File: src/rtl/mat_mul_pkg.sv
// mat_mul_pkg: shared mat_mul defaults, scheduler state encoding and latency helper.
package mat_mul_pkg;
    localparam int N_DEF      = 2;
    localparam int ADDR_W_DEF = 10;

    typedef enum logic [2:0] {
        S_IDLE,
        S_CLEAR,
        S_ISSUE,
        S_DRAIN,
        S_DONE
    } sched_state_e;

    function automatic int mm_latency(input int n);
        return $clog2(n) + 1;
    endfunction
endpackage

File: src/rtl/sched_watchdog.sv
// sched_watchdog: reloadable down-counter; expired marks TIMEOUT-1 idle cycles since the last reload.
module sched_watchdog #(
    parameter int TIMEOUT = 16
) (
    input  logic clk,
    input  logic reset,
    input  logic reload,
    output logic expired
);
    localparam int W = $clog2(TIMEOUT + 1);

    logic [W-1:0] cnt_q, cnt_d;

    always_comb begin
        cnt_d   = reload ? W'(TIMEOUT - 1) : (cnt_q > W'(1) ? cnt_q - W'(1) : cnt_q);
        expired = (cnt_q == W'(1)) && !reload;
    end

    always_ff @(posedge clk) begin
        if (reset) cnt_q <= W'(TIMEOUT - 1);
        else       cnt_q <= cnt_d;
    end
endmodule

File: src/rtl/mat_mul_tile_sched.sv
// mat_mul_tile_sched: clears mat_mul, streams num_k tile pairs from tile memory,
// then waits for every product to be accumulated before pulsing done.
module mat_mul_tile_sched
    import mat_mul_pkg::*;
#(
    parameter int N       = N_DEF,
    parameter int ADDR_W  = ADDR_W_DEF,
    parameter int K_W     = 8,
    parameter int TIMEOUT = 16
) (
    input  logic              clk,
    input  logic              reset,
    input  logic              start,
    input  logic [ADDR_W-1:0] cfg_base,
    input  logic [K_W-1:0]    cfg_num_k,
    output logic              busy,
    output logic              done,
    output logic              error,
    output logic              rd_en,
    output logic [ADDR_W-1:0] rd_addr,
    output logic              mm_valid_in,
    output logic              mm_resetn,
    input  logic              mm_valid_out
);
    localparam int MM_LAT = mm_latency(N);
    localparam int CW     = K_W + 1;
    // never let the watchdog be shorter than the mat_mul pipeline itself
    localparam int WD_T   = (TIMEOUT > MM_LAT + 1) ? TIMEOUT : MM_LAT + 1;

    sched_state_e      state_q, state_d;
    logic [ADDR_W-1:0] base_q, base_d;
    logic [K_W-1:0]    num_k_q, num_k_d;
    logic [CW-1:0]     issue_q, issue_d;
    logic [CW-1:0]     recv_q, recv_d;
    logic              error_q, error_d;
    logic              mm_valid_in_q;
    logic              wd_expired;

    sched_watchdog #(.TIMEOUT(WD_T)) u_watchdog (
        .clk    (clk),
        .reset  (reset),
        .reload ((state_q != S_DRAIN) || mm_valid_out),
        .expired(wd_expired)
    );

    always_comb begin
        state_d = state_q;
        base_d  = base_q;
        num_k_d = num_k_q;
        issue_d = issue_q;
        recv_d  = recv_q;
        error_d = error_q;
        case (state_q)
            S_IDLE: if (start) begin
                base_d  = cfg_base;
                num_k_d = cfg_num_k;
                issue_d = '0;
                recv_d  = '0;
                error_d = 1'b0;
                state_d = S_CLEAR;
            end
            S_CLEAR: state_d = (num_k_q != '0) ? S_ISSUE : S_DONE;
            S_ISSUE: begin
                issue_d = issue_q + CW'(1);
                recv_d  = recv_q + CW'(mm_valid_out);
                if (issue_q + CW'(1) == CW'(num_k_q)) state_d = S_DRAIN;
            end
            S_DRAIN: begin
                recv_d = recv_q + CW'(mm_valid_out);
                if (recv_q == CW'(num_k_q)) state_d = S_DONE;
                else if (wd_expired) begin
                    error_d = 1'b1;
                    state_d = S_DONE;
                end
            end
            S_DONE:  state_d = S_IDLE;
            default: state_d = S_IDLE;
        endcase
    end

    always_ff @(posedge clk) begin
        if (reset) begin
            state_q       <= S_IDLE;
            base_q        <= '0;
            num_k_q       <= '0;
            issue_q       <= '0;
            recv_q        <= '0;
            error_q       <= 1'b0;
            mm_valid_in_q <= 1'b0;
        end else begin
            state_q       <= state_d;
            base_q        <= base_d;
            num_k_q       <= num_k_d;
            issue_q       <= issue_d;
            recv_q        <= recv_d;
            error_q       <= error_d;
            mm_valid_in_q <= rd_en;
        end
    end

    // memory data arrives one cycle after rd_en, so valid_in is rd_en registered
    always_comb begin
        busy        = state_q != S_IDLE;
        done        = state_q == S_DONE;
        error       = error_q;
        rd_en       = state_q == S_ISSUE;
        rd_addr     = base_q + ADDR_W'(issue_q);
        mm_valid_in = mm_valid_in_q;
        mm_resetn   = !reset && (state_q != S_CLEAR);
    end
endmodule

File: config.mk
export PLATFORM = sky130hd
export DESIGN_NAME = mat_mul_tile_sched
export DESIGN_NICKNAME = d
export VERILOG_FILES = /design/src/rtl/mat_mul_pkg.sv /design/src/rtl/sched_watchdog.sv /design/src/rtl/mat_mul_tile_sched.sv
export SDC_FILE = /design/constraint.sdc
export NUM_CORES = 1
export LEC_CHECK = 0
export ABC_AREA = 1
export BUFFER_PORTS_ARGS = -buffer_cell sky130_fd_sc_hd__buf_2
export CORE_MARGIN = 2
export CORE_UTILIZATION = 55
export DETAILED_ROUTE_END_ITERATION = 8
export GPL_ROUTABILITY_DRIVEN = 0
export HOLD_SLACK_MARGIN = 0.03
export PLACE_DENSITY = 0.77
export SYNTH_ARGS = -nofsm -noshare
export SYNTH_HDL_FRONTEND = slang
export SYNTH_SLANG_ARGS = --single-unit
File: constraint.sdc
create_clock -name clk -period 4.7 [get_ports clk]
set_input_delay 0.47 -clock clk [delete_from_list [all_inputs] [get_ports clk]]
set_output_delay 0.47 -clock clk [all_outputs]
set_load 0.005 [all_outputs]
* After elaboration in Yosys (flattened, before gate mapping)
Cells that the tools add are included.
** Operators by class
- $add $sub $neg :: 4
- Equal/unequal tests :: 14
- Mux-type cells :: 13
- Magnitude comparators :: 1
- Reductions and logical operators :: 18
** Operator list (number)
- case mux 9 bit (2 select lines) :: 2
- == test 9 x 8 -> 1 bit :: 2
- two-way mux 3 bit :: 5
- case mux 3 bit (4 select lines) :: 1
- adder 10 x 9 -> 10 bit :: 1
- adder 9 x 1 -> 9 bit :: 1
- adder 9 x 1 -> 9 bit (second input constant) :: 1
- two-way mux 9 bit :: 1
- nonzero test 8 bit :: 1
- == test 3 x 2 -> 1 bit (second input constant) :: 2
- inequality test 3 x 2 -> 1 bit (second input constant) :: 2
- AND reduction 2 bit :: 3
- nonzero test 2 bit :: 3
- == test 5 x 1 -> 1 bit (second input constant) :: 1
- > comparator 5 x 1 -> 1 bit (second input constant) :: 1
- subtractor 5 x 1 -> 5 bit (second input constant) :: 1
- inequality test 2 x 1 -> 1 bit (second input constant) :: 2
- inequality test 2 bit (second input constant) :: 2
- AND reduction 4 bit :: 1
- OR reduction 2 bit :: 2
- == test 3 x 1 -> 1 bit (second input constant) :: 1
- == test 3 bit (second input constant) :: 1
- logical NOT 3 bit :: 1
- two-way mux 1 bit :: 3
- 7 further kinds :: 9
** Word-level totals
- Flip-flop bits (word level) :: 46
- Word-level logic and storage cells :: 58
- Bits of input ports :: 22
- Output and inout port bits :: 16

* Longest topological paths before layout
- Depth after elaboration :: 7
- Gate-level depth with buffers :: 14
- Gate-level depth less buffers :: 14

* Hierarchy
A second synthesis with hierarchy kept.
** Second synthesis, totals
- Cells, all modules :: 403
- Area, all modules :: 2727.6 sq um
** Modules (own cells, without submodules)
- mat_mul_tile_sched :: cells an instance 360, times used 1, area an instance 2421.1 sq um, sequential area each 820.8 sq um
- sched_watchdog :: cells an instance 43, times used 1, area an instance 306.5 sq um, sequential area each 100.1 sq um

* Worst setup path before layout
No wires, ideal clock.
- Path kind :: register to output
- Start point :: register issue_q[0]
- End point :: output rd_addr[6]
- Cell stages (with the launch flop) :: 9
- Arrival :: 1.540 ns
- Setup slack :: 2.690 ns
- Data required time :: 4.230 ns
- Buffers on the path :: 0
- Cell sequence :: dfxtp_1 -> ha_1 -> fa_1 -> nand3_1 -> nand2_1 -> a21oi_1 -> nor2_1 -> nor2_1 -> xnor2_1
** Between the ends
- Longest elaborated chain between the ends :: 1
** RTL lines
- from (decl) :: RTL line mat_mul_tile_sched.sv:33 : logic [CW-1:0] issue_q, issue_d;
- from (signal assigned) :: RTL line mat_mul_tile_sched.sv:94 : issue_q <= issue_d;
- adder 10 x 9 -> 10 bit :: RTL line mat_mul_tile_sched.sv:107 : rd_addr = base_q + ADDR_W'(issue_q);
- to (decl) :: RTL line mat_mul_tile_sched.sv:20 : output logic [ADDR_W-1:0] rd_addr,
Every way passes these cells.

* Final worst setup path
Same ends and word-level chain as after synthesis.

==> results_dict.tcl <==
set metrics [dict create \
    status "finished, final reports clean" \
    coreArea_mm2 0.004723 \
    numCtsBuffers 5 \
    setup_viol 0 \
    wl_per_cell_um 12.88 \
    cp.required_ns 4.23 \
    antenna_cells 0 \
    grt_pass1_vias 2408 \
    grt_usage_pct 25.75 \
    cp-end-kind "output pin" \
    cts.clk_slew.worst_paths_ns 0.09 \
    synth_cell_types 38 \
    die_h_um 73.97 \
    fin_crit_ns 2.571 \
    maxSlewViolCount 0 \
    syn-cell-area_mm2 0.002693 \
    finalCritPeriodShare_pct 54.71 \
    layout.cells.non_filler 489 \
    cp_max_fo 7 \
    arrival_ns 2.10 \
    async_reset_ff_share_pct 0 \
    synth-xor-area-share_pct 4.879 \
    ir_drop_v 0.0003920 \
    synth_top_family_by_area "simple AND/OR/NAND/NOR gates" \
    synthToLayoutAreaGrowth_pct 13.24 \
    power_density_mw_per_mm2 440.8 \
    utilization_pct 64.56 \
    io_pins 38 \
    dr.pass1.iters 4 \
    synth.area.mux_share_pct 0 \
    grt_overflow 0 \
    hold_start "cfg_base[9]" \
    r2r-end "state_q[0]" \
    synth-edff-count 0 \
    numPlacedInstances 481 \
    seq_area_um2 920.9 \
    reg2reg_from "issue_q[1]" \
    critPathLaunchType "flop" \
    seq_area_frac_synth_pct 34.20 \
    htreeDepth 2 \
    grt_pass1_wl_um 10880 \
    skew_ns 0.007134 \
    cts_sinks 46 \
    worstMarginPinSlew_ns 0.7466 \
    drc 0 \
    nets 458 \
    wl_um 6297 \
    synth-main-ff-cell "dfxtp_1" \
    synthCells 383 \
    io_buffer_count 37 \
    postCtsSetupRepairBufs 0 \
    clk_latency_ns 0.31 \
    fin_tns_setup_ns 0 \
    multi_input_area_mm2 0.001582 \
    synth_seq_cells 46 \
    hp-class "input pin to flop" \
    relSlewSlack_pct 50.17 \
    critPathKind "flop to output pin" \
    synth_top_cell_by_area "dfxtp_1" \
    cts_resized 0 \
    grt_max_degree 29 \
    reg2reg_setup_slack_ns 2.76 \
    dr_total_vias 2604 \
    cts_tree "yes" \
    die_w_um 73.97 \
    p_leak_uw 0.001437 \
    synth-simple-area-share_pct 30.72 \
    first_iter_violations 148 \
    cap_violations 0 \
    netlist.area_leader.share_pct 34.20 \
    hold_viol_final 0 \
    ys_top_cells_by_area "dfxtp_1, nand2_1, nor2_1" \
    hold_depth 3 \
    start_util_pct 57.01 \
    r2r_cells 14 \
    fmax_mhz 388.9 \
    hpwl_um 4857 \
    routed_via_density 5.325 \
    rows 25 \
    ant_nets 0 \
    antenna_found_initial 0 \
    avgSynthCellArea_um2 7.030 \
    rsz0062_at_grt "no" \
    syn_nets 420 \
    die_area_mm2 0.005472 \
    min_delay_worst_endpoint "base_q[9]" \
    synthAdderAreaFrac_pct 7.249 \
    fill_cells 447 \
    synth-compound-area-share_pct 15.89 \
    yosysWarnings 0 \
    drive_above_1_share_pct 15.64 \
    cts_hold_buf 0 \
    clk_path_buf_depth 2 \
    cts-root-buf "clkbuf_8" \
]
[registers in the layout (all words and copies together), names as in the netlist]
signal	cells
recv_q	9
num_k_q	8
issue_q	9
base_q	10
state_q	3
u_watchdog.cnt_q	5
mm_valid_in	1
error	1
[worst max-delay path, cell delays in order, from the launching register on]
cell and delay (ns):
dfxtp_1 0.38, ha_1 0.26, fa_1 0.41, nand3_1 0.09, nand2_1 0.10, a21oi_1 0.14
nor2_1 0.05, nor2_1 0.12, xnor2_1 0.12, buf_2 0.12
[how the worst max path moves through the flow]
stage | start | endpoint | cells after the start
CTS | issue_q[0] | rd_addr[6] | 9
floorplan | issue_q[0] | rd_addr[6] | 8
detailed placement | issue_q[0] | rd_addr[6] | 9
global placement | issue_q[0] | rd_addr[6] | 9
finish | issue_q[0] | rd_addr[6] | 9
global route | issue_q[0] | rd_addr[6] | 9
[power breakdown]
part	switching (uW)	internal, uW
Clock	147	160
Combinational	322	188
Sequential	68.8	459
[kinds of logic after synthesis]
family,after synthesis
compound gates,78
xor+xnor,15
fa+ha+maj,15
buf+inv,50
flops,46
simple gates,179
[placed cells by master (no fill, tap or decap), types with 2 or more instances in the layout]
| cell type | n |
|---|---|
| a21oi_1 | 35 |
| buf_2 | 37 |
| clkbuf_8 | 5 |
| dfxtp_1 | 46 |
| ha_1 | 14 |
| inv_1 | 38 |
| inv_2 | 6 |
| nand2_1 | 65 |
| nand2_2 | 3 |
| nand3_1 | 34 |
| nand3_2 | 3 |
| nand4_1 | 5 |
| nor2_1 | 47 |
| nor2_2 | 3 |
| nor2_4 | 2 |
| nor3_1 | 9 |
| nor4_1 | 2 |
| o211ai_1 | 2 |
| o21ai_0 | 28 |
| o21ai_1 | 3 |
| o21bai_1 | 2 |
| xnor2_1 | 5 |
| xor2_1 | 10 |
[per-layer routing]
layer / vias to the layer above / share of wire (%) / global-route usage [%]
li1: 1350 / - / -
met1: 1197 / 44 / 31.14
met2: 47 / 51 / 46.83
met3: 10 / 3.0 / 5.285
met4: 0 / 1.5 / 6.061
met5: - / 0 / 0
[per-stage QoR]
stage                     setup WS, ns  area, um2  power [uW]  hold slack (ns)
after detailed placement         2.482       2937        1045           0.4505
after floorplan                  2.690       2693       888.6           0.4466
final                            2.129       3049        1344           0.3741
after global placement           2.513       2937        1036           0.4380
after global routing             1.982       3049        1443           0.3841
after CTS                        2.138       3049        1350           0.3732
[synth_stat cells, types with 3 or more instances]
library cell	number
dfxtp_1	46
inv_2	6
nand3_1	34
o21ai_1	3
xnor2_1	5
ha_1	14
a21oi_1	35
inv_1	38
nor3_1	9
nand2_2	3
nor2_1	47
clkbuf_1	4
nand3_2	3
nor2_2	3
nand4_1	5
xor2_1	10
nand2_1	65
o21ai_0	28
[cell type report]
type | count | share of cell area [%]
clock buffers | 5 | 2.257
multi-input cells | 287 | 51.87
inverters | 44 | 5.416
flip-flops and latches | 46 | 30.20
well taps | 67 | 2.749
clock inverters | 3 | 1.436
repair buffers | 37 | 6.073
(Power assumes the default switching activity.)
